<file path="config.mk">
export PLATFORM = sky130hd
export DESIGN_NAME = fetch_decode_ctrl_flat
export DESIGN_NICKNAME = d
export VERILOG_FILES = /design/src/rtl/fetch_decode_ctrl_if.sv /design/src/rtl/fetch_decode_ctrl.sv /design/src/flat_wrapper.sv
export SDC_FILE = /design/constraint.sdc
export NUM_CORES = 1
export LEC_CHECK = 0
export ABC_AREA = 1
export CORE_MARGIN = 3
export CORE_UTILIZATION = 35
export DETAILED_ROUTE_END_ITERATION = 10
export GPL_TIMING_DRIVEN = 0
export HOLD_SLACK_MARGIN = 0.08
export PLACE_DENSITY = 0.82
export RECOVER_POWER = 100
export SLEW_MARGIN = 0
export SYNTH_ARGS = -nofsm -noshare
export SYNTH_HDL_FRONTEND = slang
export SYNTH_SLANG_ARGS = --single-unit
</file>
<file path="constraint.sdc">
create_clock -name clk -period 2 [get_ports clk]
set_clock_uncertainty 0.15 [all_clocks]
set_input_delay 0.2 -clock clk [delete_from_list [all_inputs] [get_ports clk]]
set_output_delay 0.2 -clock clk [all_outputs]
set_load 0.1 [all_outputs]
</file>
<file path="src/rtl/fetch_decode_ctrl_if.sv">
`default_nettype none
// ============================================================================
// Module   : fetch_decode_ctrl_if
// Brief    : Fetch/decode bundle: the program_memory fetch path, the register
//            file and EX hazard inputs, and the IF/ID issue outputs.
// Revision : 1.0 - initial release
// ============================================================================
interface fetch_decode_ctrl_if;
  logic [31:0] ins;
  logic [15:0] current_address;
  logic        rs_zero;
  logic        ex_mem_read;
  logic [4:0]  ex_rd;
  logic [15:0] jmp_loc;
  logic        pc_mux_sel;
  logic        stall;
  logic        stall_pm;
  logic [31:0] id_ins;
  logic [15:0] id_pc;
  logic        issue_valid;
  logic [15:0] bubble_cnt;

  // Environment side: program memory, register file and EX stage.
  modport master (
    output ins, current_address, rs_zero, ex_mem_read, ex_rd,
    input  jmp_loc, pc_mux_sel, stall, stall_pm, id_ins, id_pc,
    input  issue_valid, bubble_cnt
  );

  // Controller side.
  modport slave (
    input  ins, current_address, rs_zero, ex_mem_read, ex_rd,
    output jmp_loc, pc_mux_sel, stall, stall_pm, id_ins, id_pc,
    output issue_valid, bubble_cnt
  );
endinterface
`default_nettype wire

</file>
<file path="src/rtl/fetch_decode_ctrl.sv">
`default_nettype none
// ============================================================================
// Module   : fetch_decode_ctrl
// Brief    : IF/ID register plus decode control. Resolves jumps and zero-test
//            branches in ID, stalls on load-use hazards, squashes wrong-path
//            fetches and steers the program_memory PC.
// Revision : 1.0 - initial release
// ============================================================================
module fetch_decode_ctrl #(
  parameter logic [5:0] OP_J    = 6'h02,
  parameter logic [5:0] OP_JAL  = 6'h03,
  parameter logic [5:0] OP_BEQZ = 6'h04,
  parameter logic [5:0] OP_BNEZ = 6'h05,
  parameter logic [5:0] OP_HALT = 6'h3F
) (
  input  logic                 clk,
  input  logic                 reset,
  fetch_decode_ctrl_if.slave   bus
);

  typedef enum logic [1:0] {
    RUN      = 2'd0,
    SQUASH   = 2'd1,
    LU_STALL = 2'd2,
    HALTED   = 2'd3
  } state_t;

  state_t      state_q, state_d;
  logic [31:0] id_ins_q;
  logic [15:0] id_pc_q;
  logic [15:0] bubble_q;

  logic [5:0]  w_opcode;
  logic [4:0]  w_rs;
  logic [15:0] w_target;
  logic        w_is_jump;
  logic        w_hazard;
  logic        w_taken;
  logic [15:0] w_jmp_loc;
  logic        w_pc_mux_sel;
  logic        w_stall;
  logic        w_stall_pm;
  logic        w_issue_valid;

  assign w_opcode  = id_ins_q[31:26];
  assign w_rs      = id_ins_q[20:16];
  assign w_target  = id_ins_q[15:0];
  assign w_is_jump = (w_opcode == OP_J) || (w_opcode == OP_JAL);

  // Jumps never read rs, so only branches and ordinary instructions can be
  // blocked by a load still in EX; register 0 is never a real dependency.
  assign w_hazard = bus.ex_mem_read && (bus.ex_rd == w_rs) &&
                    (bus.ex_rd != 5'd0) && !w_is_jump;

  assign w_taken = w_is_jump ||
                   ((w_opcode == OP_BEQZ) &&  bus.rs_zero) ||
                   ((w_opcode == OP_BNEZ) && !bus.rs_zero);

  // State register.
  always_ff @(posedge clk or posedge reset) begin
    if (reset) state_q <= SQUASH;
    else       state_q <= state_d;
  end

  // Next-state and PC-control decode; hazard outranks halt, halt outranks redirect.
  always_comb begin
    state_d       = state_q;
    w_jmp_loc     = 16'h0000;
    w_pc_mux_sel  = 1'b0;
    w_stall       = 1'b0;
    w_stall_pm    = 1'b0;
    w_issue_valid = 1'b0;
    case (state_q)
      SQUASH: begin
        state_d = RUN;
      end
      HALTED: begin
        w_stall    = 1'b1;
        w_stall_pm = 1'b1;
      end
      RUN, LU_STALL: begin
        if (w_hazard) begin
          w_stall    = 1'b1;
          w_stall_pm = 1'b1;
          state_d    = LU_STALL;
        end else if (w_opcode == OP_HALT) begin
          w_issue_valid = 1'b1;
          w_stall       = 1'b1;
          w_stall_pm    = 1'b1;
          state_d       = HALTED;
        end else if (w_taken) begin
          w_issue_valid = 1'b1;
          w_pc_mux_sel  = 1'b1;
          w_jmp_loc     = w_target;
          state_d       = SQUASH;
        end else begin
          w_issue_valid = 1'b1;
          state_d       = RUN;
        end
      end
      default: begin
        state_d = SQUASH;
      end
    endcase
  end

  // IF/ID pipeline register; holds whenever the PC is held.
  always_ff @(posedge clk or posedge reset) begin
    if (reset) begin
      id_ins_q <= 32'h0000_0000;
      id_pc_q  <= 16'h0000;
    end else if (!w_stall) begin
      id_ins_q <= bus.ins;
      id_pc_q  <= bus.current_address;
    end
  end

  // Saturating count of cycles in which nothing was issued.
  always_ff @(posedge clk or posedge reset) begin
    if (reset)                                         bubble_q <= 16'h0000;
    else if (!w_issue_valid && (bubble_q != 16'hFFFF)) bubble_q <= bubble_q + 16'd1;
  end

  assign bus.jmp_loc     = w_jmp_loc;
  assign bus.pc_mux_sel  = w_pc_mux_sel;
  assign bus.stall       = w_stall;
  assign bus.stall_pm    = w_stall_pm;
  assign bus.id_ins      = id_ins_q;
  assign bus.id_pc       = id_pc_q;
  assign bus.issue_valid = w_issue_valid;
  assign bus.bubble_cnt  = bubble_q;

endmodule
`default_nettype wire
</file>
<file path="src/flat_wrapper.sv">
// flat-port wrapper written by rule: the top's interface ports become plain ports
module fetch_decode_ctrl_flat 
#(
  parameter logic [5:0] OP_J    = 6'h02,
  parameter logic [5:0] OP_JAL  = 6'h03,
  parameter logic [5:0] OP_BEQZ = 6'h04,
  parameter logic [5:0] OP_BNEZ = 6'h05,
  parameter logic [5:0] OP_HALT = 6'h3F
)
  (clk, reset, bus_ins, bus_current_address, bus_rs_zero, bus_ex_mem_read, bus_ex_rd, bus_jmp_loc, bus_pc_mux_sel, bus_stall, bus_stall_pm, bus_id_ins, bus_id_pc, bus_issue_valid, bus_bubble_cnt);
  fetch_decode_ctrl_if bus_i ();
  input  logic clk;
  input  logic reset;
  input wire logic [$bits(bus_i.ins)-1:0] bus_ins;
  input wire logic [$bits(bus_i.current_address)-1:0] bus_current_address;
  input wire logic [$bits(bus_i.rs_zero)-1:0] bus_rs_zero;
  input wire logic [$bits(bus_i.ex_mem_read)-1:0] bus_ex_mem_read;
  input wire logic [$bits(bus_i.ex_rd)-1:0] bus_ex_rd;
  output wire logic [$bits(bus_i.jmp_loc)-1:0] bus_jmp_loc;
  output wire logic [$bits(bus_i.pc_mux_sel)-1:0] bus_pc_mux_sel;
  output wire logic [$bits(bus_i.stall)-1:0] bus_stall;
  output wire logic [$bits(bus_i.stall_pm)-1:0] bus_stall_pm;
  output wire logic [$bits(bus_i.id_ins)-1:0] bus_id_ins;
  output wire logic [$bits(bus_i.id_pc)-1:0] bus_id_pc;
  output wire logic [$bits(bus_i.issue_valid)-1:0] bus_issue_valid;
  output wire logic [$bits(bus_i.bubble_cnt)-1:0] bus_bubble_cnt;
  assign bus_i.ins = bus_ins;
  assign bus_i.current_address = bus_current_address;
  assign bus_i.rs_zero = bus_rs_zero;
  assign bus_i.ex_mem_read = bus_ex_mem_read;
  assign bus_i.ex_rd = bus_ex_rd;
  assign bus_jmp_loc = bus_i.jmp_loc;
  assign bus_pc_mux_sel = bus_i.pc_mux_sel;
  assign bus_stall = bus_i.stall;
  assign bus_stall_pm = bus_i.stall_pm;
  assign bus_id_ins = bus_i.id_ins;
  assign bus_id_pc = bus_i.id_pc;
  assign bus_issue_valid = bus_i.issue_valid;
  assign bus_bubble_cnt = bus_i.bubble_cnt;
  fetch_decode_ctrl #(.OP_J(OP_J), .OP_JAL(OP_JAL), .OP_BEQZ(OP_BEQZ), .OP_BNEZ(OP_BNEZ), .OP_HALT(OP_HALT)) u_core (.clk(clk), .reset(reset), .bus(bus_i));
endmodule
</file>
==> flow_summary.ini, run 1 <==
[outcome]
outcome = finished, violations left
violations = setup timing

[sta]
maxSlewHeadroom_pct = 26.6
fin_ws_ns = -0.369
finalMaxSlewViolations = 0
rsz0062_at_grt = yes
period_minus_slack_ns = 2.37
finalHoldViolCount = 0
fin_crit_sh_pct = 118
setup_violations = 39
fmax_mhz = 422
tightest_slew_ns = 1.09
whs_ns = 0.248

[setup_path]
timing.rr.start = u_core.bus.id_ins[31]
cp_max_fo = 2
r2r_cells = 11
r2r_end = u_core.bus.id_ins[2]
cp-start-kind = flop
cp-end-kind = output pin
critPathRequiredTime_ns = 1.65
path_class = reg2out
arrival_ns = 2.02
crit_start = u_core.bus.id_ins[31]
r2r_slack_ns = -0.03

[power_and_ir_drop]
powerDensity_mw_per_mm2 = 1500
ir_drop_v = 0.000888
fin_total_pwr_w = 0.00860
leakage_nw = 2.74

[floorplan]
dieArea_mm2 = 0.0106
fp.coreArea_mm2 = 0.00893
num_io_pins = 141
die_y_um = 103
initial_utilization_pct = 37.0
core.rowCount = 34
die_x_um = 103

[logic_synthesis]
syn-num-nets = 481
yosysTopAreaCell = dfrtp_1
synth.most_common_cell = nand2_1
synth.cell_area_mm2 = 0.00330
postSynth.asyncResetShare_pct = 100
syn_inst = 423
synthSimpleGateAreaFrac_pct = 36.1
synth_top_family_by_area = simple AND/OR/NAND/NOR gates
seq_area_frac_synth_pct = 50.0
synth_compound_area_share_pct = 1.33
synth_mux_area_share_pct = 0
synth_warnings = 0
yosysTopAreaCellShare_pct = 49.2
ys_ff_latch = 66
synth_xor_area_share_pct = 3.45
avgSynthCellArea_um2 = 7.81
netlist_top_cells_area = dfrtp_1, nand2_1, nand3_1, inv_1, nor2_1
synthAdderAreaFrac_pct = 0.379
synth_edf_count = 0
ys_top_cells_by_count = nand2_1, nand3_1, dfrtp_1, inv_1, nor2_1
synth_flop_cell = dfrtp_1
synth_cell_types = 29

[clock_network]
clk_latency_ns = 0.33
clkSlewWorstSetupHoldPaths_ns = 0.07
cts_made_buffers = 9
cts_tree = yes
root_buffer = clkbuf_8
cts_buffer_depth = 2
cts.hold.buffers_added = 0
htreeDepth = 3
cts.sinks = 66

[hold_path]
hold_start = bus_ins[17]
holdCritPathClass = in2reg
hold_path_end = u_core.bus.id_ins[17]
holdPathStages = 3

[route]
wire_per_inst_um = 15.2
ant_nets = 0
vias = 3436
wl_um = 10700
avgViaCountPerCell = 4.89
firstDrtPassIters = 5
drc = 0
first_iter_violations = 144

[finish]
utilization_pct = 64.3
num_antenna_cells = 0
drive_gt1_share_pct = 24.9
area_growth_syn_to_layout_pct = 73.8
postLayoutCellArea_mm2 = 0.00574
final_nets = 648

[flow_run]
drv_cap = 0

[placement]
io_buffer_count = 140
hpwl_um = 7430
place_area_mm2 = 0.00511
place_congestion = 0.835

[global_routing]
grt.overflow.total = 0
grt_pass1_vias = 3478
grtUsageTotal_pct = 20.6
grt_max_degree = 44
antenna_found_initial = 0
grt_pass1_wl_um = 17100
worst max-delay path, cell delays in order, from the launching register on:
cell	delay, ns
dfrtp_2	0.43
or2_4	0.27
nor2_4	0.10
nor2_2	0.04
nand3_2	0.11
buf_6	0.11
nand3_4	0.10
nand2_8	0.09
clkinvlp_4	0.13
buf_12	0.15
buf_12	0.15
cell usage in the layout (no fill, tap or decap), types with 2 or more instances in the layout:
cell and n:
nor2_4 17, clkbuf_2 7, dlygate4sd2_1 45, nor2_1 10
inv_1 37, nand2_8 4, inv_2 2, buf_1 2
clkdlybuf4s15_2 5, xnor2_1 6, nand3b_1 2, dfrtp_1 47
buf_8 5, clkbuf_8 10, clkdlybuf4s50_1 55, nand2_2 2
clkinvlp_4 5, clkdlybuf4s15_1 8, xor2_1 6, nor3_1 5
nand3_2 6, o21ai_0 6, buf_4 10, buf_2 5
nand3_1 61, dfrtp_2 18, nand4_1 4, buf_12 24
nand2_1 151, nand2_4 2, buf_6 7, nor2_2 2
nand3_4 2
worst max-delay path by stage:
stage,endpoint,slack [ns],cells after the start
after floorplan,bus_stall_pm,-0.63,9
after global placement,bus_stall_pm,-1.19,12
after detailed placement,bus_stall_pm,-1.20,14
after CTS,bus_jmp_loc[10],-0.40,10
after global routing,bus_stall_pm,-0.44,10
final,bus_stall_pm,-0.37,10
per-stage QoR:
step | instances | worst slack [ns] | setup TNS [ns]
after floorplan | 423 | -0.635 | -10.35
after global placement | 671 | -1.19 | -21.34
after detailed placement | 672 | -1.20 | -22.54
after CTS | 697 | -0.397 | -7.30
after global routing | 703 | -0.437 | -10.05
final | 703 | -0.369 | -6.50
what timing repair did:
action | CTS | global route
gates cloned | 2 | 1
gates resized for setup | 272 | 43
endpoints found under the setup margin | 103 | 90
pin swaps | 8 | 16
buffers inserted | 8 | 8
cells by family (layout without fill, tap and decap cells):
logic type | count (synthesis) | in the layout
simple gates | 271 | 272
fa+ha+maj | 1 | 1
flops | 66 | 66
buf+inv | 64 | 235
xor+xnor | 13 | 13
compound gates | 8 | 8
flip-flops by register name, indices dropped and copies added (netlist names):
register               cells
u_core.state_q             2
u_core.bus.id_pc          16
u_core.bus.id_ins         32
u_core.bus.bubble_cnt     16
where the power goes:
part	total [W]	internal (W)	switching, W
Clock	0.00113	0.000609	0.000521
Sequential	0.00201	0.00170	0.000313
Combinational	0.00546	0.00132	0.00414
Total	0.00860	0.00363	0.00497
cell type report:
| cell class | count | area [µm²] |
|---|---|---|
| fill | 723 | 3190 |
| timing repair buffer | 156 | 1700 |
| sequential | 66 | 1680 |
| multi-input combinational | 294 | 1620 |
| buffer | 20 | 224 |
| inverter | 43 | 183 |
| clock buffer | 10 | 138 |
| tap | 108 | 135 |
| clock inverter | 6 | 66.3 |
per-layer routing:
layer	global-route usage [%]	vias up	part of all wire (%)
met2	36.0	111	52
met5	0	-	0
met3	3.45	14	5.4
met4	6.97	0	1.5
met1	25.7	1662	41
li1	-	1649	-
Note: power is estimated with default switching activity, not from simulation.
==> run 2, diff against run 1 <==
--- a/config.mk
+++ b/config.mk
@@ -6,6 +6,7 @@
 export NUM_CORES = 1
 export LEC_CHECK = 0
 export ABC_AREA = 1
+export ABC_CLOCK_PERIOD_IN_PS = 2000
 export CORE_MARGIN = 3
 export CORE_UTILIZATION = 35
 export DETAILED_ROUTE_END_ITERATION = 10
==> results of run 2 <==
No change in the layout: final DEF, timing and power equal those of run 1.
==> run 3, diff against run 2 <==
--- a/config.mk
+++ b/config.mk
@@ -8,13 +8,14 @@
 export ABC_AREA = 1
 export ABC_CLOCK_PERIOD_IN_PS = 2000
 export CORE_MARGIN = 3
-export CORE_UTILIZATION = 35
+export CORE_UTILIZATION = 39
 export DETAILED_ROUTE_END_ITERATION = 10
 export GPL_TIMING_DRIVEN = 0
 export HOLD_SLACK_MARGIN = 0.08
-export PLACE_DENSITY = 0.82
+export PLACE_DENSITY = 0.89
 export RECOVER_POWER = 100
 export SLEW_MARGIN = 0
 export SYNTH_ARGS = -nofsm -noshare
 export SYNTH_HDL_FRONTEND = slang
 export SYNTH_SLANG_ARGS = --single-unit
+export TNS_END_PERCENT = 30
==> flow_summary.ini, run 3 (synthesis results as in run 1) <==
[global_routing]
antenna_found_initial = 0
grt_pass1_vias = 3404
grt_max_degree = 41
grt_pass1_wl_um = 17000
grt.overflow.total = 0
grtUsageTotal_pct = 22.2

[clock_network]
htreeDepth = 3
cts_buffer_depth = 2
root_buffer = clkbuf_8
clkSlewWorstSetupHoldPaths_ns = 0.08
cts.hold.buffers_added = 0
cts.sinks = 66
cts_made_buffers = 9
cts_tree = yes
clk_latency_ns = 0.35

[sta]
setup_violations = 20
maxSlewHeadroom_pct = 32.5
rsz0062_at_grt = yes
fmax_mhz = 420
fin_ws_ns = -0.383
finalMaxSlewViolations = 0
tightest_slew_ns = 1.01
fin_crit_sh_pct = 119
finalHoldViolCount = 0
period_minus_slack_ns = 2.38

[finish]
most-common-layout-cells = nand2_1, nand3_1, clkdlybuf4s50_1
register_area_mm2 = 0.00168
mostFrequentLayoutCell = nand2_1
num_antenna_cells = 0
fill_cells = 573
area_growth_syn_to_layout_pct = 73.1
final_nets = 652
drive_gt1_share_pct = 27.4
utilization_pct = 71.7
multi_input_area_mm2 = 0.00160
largest_reg_flops = 32

[floorplan]
initial_utilization_pct = 41.5
num_io_pins = 141
fp.coreArea_mm2 = 0.00797
core.rowCount = 32
die_y_um = 98.0
dieArea_mm2 = 0.00961
die_x_um = 98.0

[placement]
place_congestion = 0.959
hpwl_um = 7750
io_buffer_count = 140
place_ws_ns = -1.29

[route]
avgViaCountPerCell = 4.97
drc = 0
firstDrtPassIters = 4
first_iter_violations = 164
wl_um = 11000
vias = 3485
ant_nets = 0
wire_per_inst_um = 15.7

[power_and_ir_drop]
ir_drop_v = 0.00104
powerDensity_mw_per_mm2 = 1520
leakage_nw = 2.73

[setup_path]
arrival_ns = 2.03
path_class = reg2out
cp-end-kind = output pin
critPathRequiredTime_ns = 1.65
cp_max_fo = 5
cp-start-kind = flop

[outcome]
outcome = finished, violations left
violations = setup timing

[flow_run]
drv_cap = 0

[hold_path]
holdCritPathClass = in2reg
## run 3: critical path, cell delays in order (launching register included)
cell and delay (ns):
dfrtp_2 0.42, or2_4 0.26, buf_4 0.13, nor2_2 0.08
nand3_2 0.08, nand2_2 0.15, nand2_8 0.10, buf_6 0.16
nor2_4 0.12, buf_12 0.18
## run 3: what timing repair did
item                       CTS  global route
resized for setup          275            57
buffers inserted             9            11
pin swaps                   10            12
gates cloned                 1             1
setup endpoints to repair   84            99
## run 3: where the power goes
group	internal (W)	switching, W
registers	0.00170	0.000308
clock network	0.000611	0.000547
logic	0.00133	0.00417
## run 3: worst paths after layout
check / startpoint / end / slack (ns) / cells after the start
worst max register to register: u_core.bus.id_ins[31] / u_core.bus.id_ins[15] / 0.07 / 10
worst min register to register: u_core.state_q[1] / u_core.state_q[0] / 0.34 / 2
worst max-delay path: u_core.bus.id_ins[31] / bus_jmp_loc[2] / -0.38 / 9
worst min-delay path: bus_ins[19] / u_core.bus.id_ins[19] / 0.22 / 3
max in group asynchronous: reset / u_core.bus.id_ins[31] / 0.18 / 3
min in group asynchronous: reset / u_core.bus.id_ins[24] / 0.39 / 2
## run 3: routing by layer
layer / global-route usage, % / routed length, µm / vias to the layer above
met5: 0 / 0 / -
met4: 8.63 / 334 / 0
met3: 7.07 / 756 / 28
met2: 37.4 / 5630 / 130
met1: 26.3 / 4280 / 1662
li1: - / - / 1665
## run 3: final cells by class
| cell class | count | share of cell area [%] |
|---|---|---|
| repair buffers | 161 | 30.3 |
| flip-flops and latches | 66 | 29.3 |
| clock buffers | 10 | 2.41 |
| multi-input cells | 293 | 28.1 |
| inverters | 43 | 3.17 |
| clock inverters | 6 | 1.14 |
| well taps | 102 | 2.23 |
| plain buffers | 20 | 3.35 |
## run 3: metrics by stage
step	instances	TNS (ns)	instance area [µm²]	total power, W	hold slack (ns)
after global placement	665	-101.54	5080	0.00712	0.313
after global routing	701	-11.94	5720	0.00901	0.218
after floorplan	423	-13.42	3550	0.00593	0.160
after CTS	691	-8.11	5560	0.00844	0.100
after detailed placement	666	-25.87	5100	0.00723	0.323
final	701	-6.67	5720	0.00867	0.225
